===== src/rtl/alu_writeback.sv =====
// Writeback stage: serialises the ALU result pair (y1, y2) onto the single register-file write port.
// Optional forwarding of the pending second result is enabled with the ALU_WB_FWD_EN macro.
module alu_writeback #(
   parameter int DATA_W     = 32,
   parameter int REG_ADDR_W = 5
) (
   input  logic                  clk,
   input  logic                  rst_n,
   input  logic                  in_valid,
   output logic                  in_ready,
   input  logic [DATA_W-1:0]     in_y1,
   input  logic [DATA_W-1:0]     in_y2,
   input  logic [REG_ADDR_W-1:0] in_rd1,
   input  logic [REG_ADDR_W-1:0] in_rd2,
   input  logic [1:0]            in_mask,
   output logic                  wb_en,
   output logic [REG_ADDR_W-1:0] wb_addr,
   output logic [DATA_W-1:0]     wb_data,
   output logic                  busy
`ifdef ALU_WB_FWD_EN
   ,
   output logic                  fwd_valid,
   output logic [REG_ADDR_W-1:0] fwd_addr,
   output logic [DATA_W-1:0]     fwd_data
`endif
);

   typedef enum logic [1:0] {IDLE, WR_A, WR_B} state_e;

   state_e                  state_q, state_d;
   logic [DATA_W-1:0]       y1_q, y1_d, y2_q, y2_d;
   logic [REG_ADDR_W-1:0]   rd1_q, rd1_d, rd2_q, rd2_d;
   logic [1:0]              mask_q, mask_d;
   logic                    wb_en_q, wb_en_d;
   logic [REG_ADDR_W-1:0]   wb_addr_q, wb_addr_d;
   logic [DATA_W-1:0]       wb_data_q, wb_data_d;
   logic                    final_wr;
   logic                    accept;

   assign final_wr = (state_q == WR_B) || ((state_q == WR_A) && !mask_q[1]);
   assign in_ready = rst_n && ((state_q == IDLE) || final_wr);
   assign accept   = in_valid && in_ready;

   // NOTE: every signal is given a default before the case so no latch is inferred.
   always_comb begin
      state_d   = state_q;
      y1_d      = y1_q;
      y2_d      = y2_q;
      rd1_d     = rd1_q;
      rd2_d     = rd2_q;
      mask_d    = mask_q;
      wb_en_d   = 1'b0;
      wb_addr_d = wb_addr_q;
      wb_data_d = wb_data_q;

      if (accept) begin
         y1_d   = in_y1;
         y2_d   = in_y2;
         rd1_d  = in_rd1;
         rd2_d  = in_rd2;
         mask_d = in_mask;
         if (in_mask[0])      state_d = WR_A;
         else if (in_mask[1]) state_d = WR_B;
         else                 state_d = IDLE;
      end else if ((state_q == WR_A) && mask_q[1]) begin
         state_d = WR_B;
      end else if (final_wr) begin
         state_d = IDLE;
      end

      // Write port is registered from the next state, so wb_* never sees in_* combinationally.
      case (state_d)
         WR_A: begin
            wb_en_d   = (rd1_d != '0);
            wb_addr_d = rd1_d;
            wb_data_d = y1_d;
         end
         WR_B: begin
            wb_en_d   = (rd2_d != '0);
            wb_addr_d = rd2_d;
            wb_data_d = y2_d;
         end
         default: ;
      endcase
   end

   // NOTE: sequential state uses non-blocking assignments only.
   always_ff @(posedge clk or negedge rst_n) begin
      if (!rst_n) begin
         state_q   <= IDLE;
         y1_q      <= '0;
         y2_q      <= '0;
         rd1_q     <= '0;
         rd2_q     <= '0;
         mask_q    <= '0;
         wb_en_q   <= 1'b0;
         wb_addr_q <= '0;
         wb_data_q <= '0;
      end else begin
         state_q   <= state_d;
         y1_q      <= y1_d;
         y2_q      <= y2_d;
         rd1_q     <= rd1_d;
         rd2_q     <= rd2_d;
         mask_q    <= mask_d;
         wb_en_q   <= wb_en_d;
         wb_addr_q <= wb_addr_d;
         wb_data_q <= wb_data_d;
      end
   end

   assign wb_en   = wb_en_q;
   assign wb_addr = wb_addr_q;
   assign wb_data = wb_data_q;
   assign busy    = (state_q != IDLE);

`ifdef ALU_WB_FWD_EN
   assign fwd_valid = (state_q == WR_A) && mask_q[1] && (rd2_q != '0);
   assign fwd_addr  = rd2_q;
   assign fwd_data  = y2_q;
`endif

endmodule


===== config.mk =====
export PLATFORM = sky130hd
export DESIGN_NAME = alu_writeback
export DESIGN_NICKNAME = d
export VERILOG_FILES = /design/src/rtl/alu_writeback.sv
export SDC_FILE = /design/constraint.sdc
export NUM_CORES = 1
export LEC_CHECK = 0
export BUFFER_PORTS_ARGS = -buffer_cell sky130_fd_sc_hd__buf_2
export CORE_UTILIZATION = 41
export CTS_CLUSTER_SIZE = 14
export DETAILED_ROUTE_END_ITERATION = 10
export GPL_ROUTABILITY_DRIVEN = 0
export PLACE_DENSITY_LB_ADDON = 0.08
export SETUP_SLACK_MARGIN = 0.2
export SLEW_MARGIN = 5
export SYNTH_ARGS = -nofsm -noshare
export SYNTH_HDL_FRONTEND = slang
export SYNTH_SLANG_ARGS = --single-unit

===== constraint.sdc =====
create_clock -name clk -period 2.9 [get_ports clk]
set_clock_uncertainty 0.1 [all_clocks]
set_input_delay 0.58 -clock clk [delete_from_list [all_inputs] [get_ports clk]]
set_output_delay 0.58 -clock clk [all_outputs]
set_load 0.02 [all_outputs]

# Word level (Yosys, flattened, before mapping)
# Index checks and enable logic that the tools add are counted.
# op_classes
n_reduce_logical	12
muxes	12
n_eq_ne	4
# op_table
operator	n
$mux 32	2
$pmux 32 s2	1
$mux 2	5
$mux 5	2
$pmux 5 s2	1
$reduce_bool 5->1	2
$eq 2x1->1 const B	2
$eq 2x2->1 const B	2
$logic_and 1x1->1	4
$reduce_bool 2->1	2
$logic_not 2->1	1
$logic_or 1x1->1	2
$pmux 1 s2	1
$logic_not 1->1	1
# totals
output_inout_bits	40
elab_cells	37
input_bits	79
ff_bits	116

# Logic depth before layout (Yosys ltp)
# depth
ltp_word	9
ltp_mapped	10
depth_no_buf	7

# Least setup slack after synthesis
# Ideal clock, no wire load.
# synth_timing
path_kind	input -> register
startpoint	input port in_valid
endpoint	register wb_addr_q[2], in the netlist wb_addr[2]
n_path_buf	4
path_stages	9
arrival_ps	2548
t_required_ps	2675
path_slack_ps	127
setup_ps	125
cell_sequence	and2_1 -> nand2_2 -> buf_6 -> buf_2 -> o21ai_0 -> ha_1 -> clkbuf_1 -> clkbuf_1 -> mux2_2
# synth_between
elab_chain_cells	4
word_cells_on_any_way	8
classes_between	eq/ne (2); mux (4); reduce/logical (2)
# synth_lines
item	line_no	text
from (decl)	9	input logic in_valid,
$logic_and 1x1->1 (*)	42	assign accept = in_valid && in_ready;
$mux 2 (*)	56	if (accept) begin
via state_d[1]	30	state_e state_q, state_d;
$eq 2x2->1 or $eq 2x1->1 (tied branches)	72	case (state_d)
$pmux 5 s2 or $reduce_bool 2->1 (tied branches)	-	
to (signal assigned)	107	wb_addr_q <= wb_addr_d;
to (decl)	35	logic [REG_ADDR_W-1:0] wb_addr_q, wb_addr_d;
# Mark *: on every way through the listed nets, which the timed path passes. The rest lies on a longest branch.
# A chain may end at the register's enable or synchronous reset.

# Worst setup path in the final report
# layout_timing
startpoint	register state_q[1]
endpoint	output port in_ready
# layout_between
elab_chain_cells	5
word_cells_on_any_way	7
classes_between	eq/ne (2); reduce/logical (5)
# layout_lines
item	line_no	text
from (decl)	30	
from (signal assigned)	100	state_q <= state_d;
$eq 2x1->1	40	assign final_wr = (state_q == WR_B) || ((state_q == WR_A) && !mask_q[1]);
$logic_and 1x1->1	40	
$logic_or 1x1->1	40	
$logic_or 1x1->1 (*)	41	assign in_ready = rst_n && ((state_q == IDLE) || final_wr);
$logic_and 1x1->1 (*)	41	
to (decl)	10	output logic in_ready,
# Mark *: on every way between the ends. The rest lies on a longest branch, timed or not.

==> impl.org <==
** Global route
- Number of antenna violations at the first check in global routing :: 0
- After global routing the overflow that remains totals 0.
- Wire length of the first global-routing pass :: around 20,000 microns
- Entering global routing, the biggest net connects 113 pins.
- Global router's overall resource usage :: 0.2076
- The via count of the first global-routing pass is ~3,900.

** Clock network
- At the later pin of the worst-skew pair, clock insertion delay measures 410 ps.
- TritonCTS built the clock tree.
- Quantity of hold-fixing buffers added after cts :: 0
- CTS clk-pin slew, worst paths :: 50 ps
- Root Buffer Master :: sky130_fd_sc_hd__clkbuf_16
- Once the clock tree was built, the resizer swapped 0 gates to a different size.
- Counting the buffers created by CTS gives 17.
- CTS saw 115 sinks.
- Once the clock tree was built, the setup fixing pass inserted 0 buffers.
- The clock passes through at most 2 buffers.
- Count of H-tree levels built during CTS :: 4

** Floorplan
- From bottom edge to top edge, the die measures 112.9 microns.
- The floorplan has 40 rows.
- I/O pin count :: 119
- For this configuration, the core starts out at a cell density of 0.4199.
- X dimension of the die :: between 100 and 150 microns
- The floorplan step defined a die boundary enclosing 0.01275 sq mm.
- The core region is 0.01201 sq mm.

** Routing
- Iteration count of the initial detailed-routing pass :: 6
- In this run the remaining antenna-violating nets after routing total 0.
- DRC violation total after the first TritonRoute iteration :: 301
- In the routed layout, each cell is associated on average with a via count of about 5.4.
- After detailed routing, the average wire length per cell comes to 16.61 microns.
- For this block, the via count after detailed routing is 3,883.
- In the routed design, unresolved DRC markers number 0.
- DRT Wirelength :: roughly 12,000 microns

** Finish
- Antenna diode count :: 0
- In the final layout, the share of cells above drive strength 1 is 0.3073.
- Design Area, Final :: 0.006410 sq mm
- Area growth, synth to finish :: 27.09%
- Post-layout nets :: 645

** Yosys
- The most used flip-flop cell after synthesis is sky130_fd_sc_hd__dfrtp_1.
- XOR/XNOR Fraction of Synth Area :: 0
- The share of synthesized area in the top cell type comes to 0.5706.
- Post-Synthesis Net Count :: ~520
- Syn Std Cell Area :: 0.005044 sq mm
- Proportion of synthesized area in mux cells :: 0.08757
- Yosys Warn Count :: 0
- In the synthesized netlist, the number of instances is 442.
- Of the total synthesized cell area, the portion taken by full adders, half adders and majority gates is 0.004962.
- Unique masters post-synth :: 29
- Asr flop ratio synth :: 1.000
- Largest cells by area after synthesis :: sky130_fd_sc_hd__dfrtp_1 57%, sky130_fd_sc_hd__mux2i_1 6.7%, sky130_fd_sc_hd__a2111oi_0 5.9%, sky130_fd_sc_hd__a221oi_1 5.9%, sky130_fd_sc_hd__inv_1 5.3%
- FF+latch count, synth :: 115
- After synthesis, the mean cell area works out to 11.41 sq um.
- Cell type with the largest total area after synthesis :: sky130_fd_sc_hd__dfrtp_1
- Of the total synthesized cell area, the portion taken by AND, OR, NAND and NOR gates is 0.07566.
- Compound-gate portion of the synthesized area :: 0.1789
- Largest family of logic cells by synthesized area :: compound AO/OA/AOI/OAI gates
- Counting flops with a built-in enable in the synthesized netlist gives 0.
- Of the synthesized area, sequential elements account for 0.5706.

** STA
- Based on the critical path, the design can be clocked at up to 405.0 MHz.
- Of the available clock period, the critical path in the final layout requires 0.8515.
- Headroom to the max-slew limit came out at 0.3581.
- RSZ-0062 raised after global routing :: false
- Setup violations remaining at the end of the flow were counted as 0.
- Sum of negative setup slack :: 0 ps
- Final hold vios :: 0
- Final count of pins violating max slew :: 0
- The clock period could shrink to 2469 ps.
- Slew @ Worst Pin :: 962.8 ps

** Setup path
- Class of the most critical setup path :: reg -> out
- CP max FO :: 20
- Data arrives at the worst endpoint at around 1800 ps.
- Crit path required time :: between 2000 and 2500 ps
- Category of the worst setup path capture point :: output port
- Worst setup SP type :: flop

** Placement
- DPL Wire Length :: 7754 microns
- During placement, the flow inserted port buffers numbering between 100 and 150.
- Area post-placement :: roughly 0.0059 sq mm

** Power and ir drop
- Combinational cell fraction of total power :: 0.225
- Across the VDD grid, the largest voltage drop is 0.3127 mV.
- Switching power as a share of total power :: 0.2955
- Power spread over the standard cell area amounts to 817.6 mW/mm^2.
- Reg power frac :: 0.408
- The share of total power dissipated in the clock network is 0.367.
- For this design the static power due to leakage is 3.607 nW.
- Cell internal pwr :: about 3.7 mW
- The analysis attributes to net switching a power of 1.549 mW.

** Run status
- The flow ran to the end, and the final reports show no timing, DRC or antenna violations.

** Hold path
- In this run the worst hold path is classified as in -> async.

** Flow run
- Max-cap violations in this run came to 0.
cell usage in the layout, fill, tap and decap left out, drive strengths merged:
| cell | netlist | layout |
|---|---|---|
| a22oi | 1 | 1 |
| or4 | 2 | 2 |
| o21ai | 2 | 2 |
| nor3 | 2 | 2 |
| mux2i | 34 | 34 |
| nand2b | 1 | 1 |
| a21o | 34 | 34 |
| a21oi | 1 | 1 |
| clkbuf | 29 | 27 |
| ha | 2 | 2 |
| buf | 6 | 138 |
| clkinv | 0 | 4 |
| mux4 | 3 | 3 |
| and3 | 34 | 34 |
| nand2 | 22 | 22 |
| nor2 | 4 | 4 |
| or2 | 1 | 1 |
| a221oi | 34 | 34 |
| mux2 | 3 | 3 |
| and2 | 3 | 3 |
| nand4 | 2 | 2 |
| dfrtp | 115 | 115 |
| o311ai | 2 | 2 |
| inv | 71 | 71 |
| a2111oi | 34 | 34 |
layout make-up:
type | count | area (sq um)
clock buffers | 27 | 533.0
clock inverters | 4 | 20.02
fillers | 1112 | 5602
inverters | 71 | 266.5
multi-input cells | 221 | 1760
flip-flops and latches | 115 | 2878
well taps | 147 | 183.9
repair buffers | 138 | 768.2
power groups by stage:
stage                     clock network (mW)  logic (mW)  registers, mW
after floorplan                            0       0.514           2.38
after detailed placement                   0        1.19           2.16
after global placement                     0        1.18           2.16
after CTS                               1.96        1.20           2.14
after global routing                    2.05        1.30           2.18
final                                   1.92        1.18           2.14
state kept, by name, summed over array words and instances, names as in the netlist:
signal   flops
wb_data     32
wb_addr      5
rd1_q        5
rd2_q        5
state_q      2
y2_q        32
y1_q        32
wb_en        1
mask_q       1
stage by stage:
step | setup slack [ps] | total power, mW | utilization | cells | hold WS (ps)
after CTS | 409.4 | 5.299 | 0.5336 | 723 | 176.2
after global routing | 226.2 | 5.529 | 0.5336 | 723 | 201.9
after floorplan | 190.6 | 2.895 | - | 442 | 184.4
final | 430.8 | 5.241 | 0.5336 | 723 | 152.2
after detailed placement | 202.2 | 3.357 | 0.4876 | 692 | 360.9
after global placement | 223.0 | 3.335 | 0.4876 | 692 | 353.1
path summary, 6_finish.rpt:
path / from / endpoint / slack [ps] / depth (start not counted)
hold / removal: rst_n / y2_q[5] / 150 / 2
setup reg to reg: state_q[1] / wb_data[29] / 440 / 8
setup / recovery: state_q[1] / in_ready / 430 / 4
min in group clk: in_rd1[4] / rd1_q[4] / 290 / 3
hold reg to reg: y1_q[27] / y1_q[27] / 370 / 1
max in group asynchronous: rst_n / y1_q[13] / 1160 / 3
routing by layer:
layer  global-route usage  up-vias  wire length [microns]
met4              0.07895        0                    183
li1                     -     1837                      -
met5                    0        -                      0
met3              0.05892       16                    677
met2               0.3115      112                   5459
met1               0.2866     1918                   5688
cell usage after synthesis, types with 2 or more instances:
| cell | instances |
|---|---|
| sky130_fd_sc_hd__or4_1 | 2 |
| sky130_fd_sc_hd__clkbuf_1 | 28 |
| sky130_fd_sc_hd__a221oi_1 | 34 |
| sky130_fd_sc_hd__inv_1 | 71 |
| sky130_fd_sc_hd__ha_1 | 2 |
| sky130_fd_sc_hd__and2_1 | 3 |
| sky130_fd_sc_hd__nor2_1 | 4 |
| sky130_fd_sc_hd__and3_1 | 34 |
| sky130_fd_sc_hd__mux2_2 | 3 |
| sky130_fd_sc_hd__mux4_2 | 3 |
| sky130_fd_sc_hd__nand2_1 | 21 |
| sky130_fd_sc_hd__nand4_1 | 2 |
| sky130_fd_sc_hd__o311ai_0 | 2 |
| sky130_fd_sc_hd__a2111oi_0 | 34 |
| sky130_fd_sc_hd__mux2i_1 | 34 |
| sky130_fd_sc_hd__dfrtp_1 | 115 |
| sky130_fd_sc_hd__nor3_1 | 2 |
| sky130_fd_sc_hd__buf_2 | 4 |
| sky130_fd_sc_hd__a21o_1 | 34 |
cell families after synthesis:
group	Yosys count
and+or+nand+nor	71
adders and majority gates	2
DFF	115
muxes	40
AOI/OAI and AO/OA	108
buffers and inverters	106
critical path, cell delays in order (launching register included):
cell,delay [ps]
sky130_fd_sc_hd__dfrtp_1,420
sky130_fd_sc_hd__o21ai_4,330
sky130_fd_sc_hd__buf_4,310
sky130_fd_sc_hd__and2_1,160
sky130_fd_sc_hd__buf_2,160
Power figures use the tool's default switching activity.
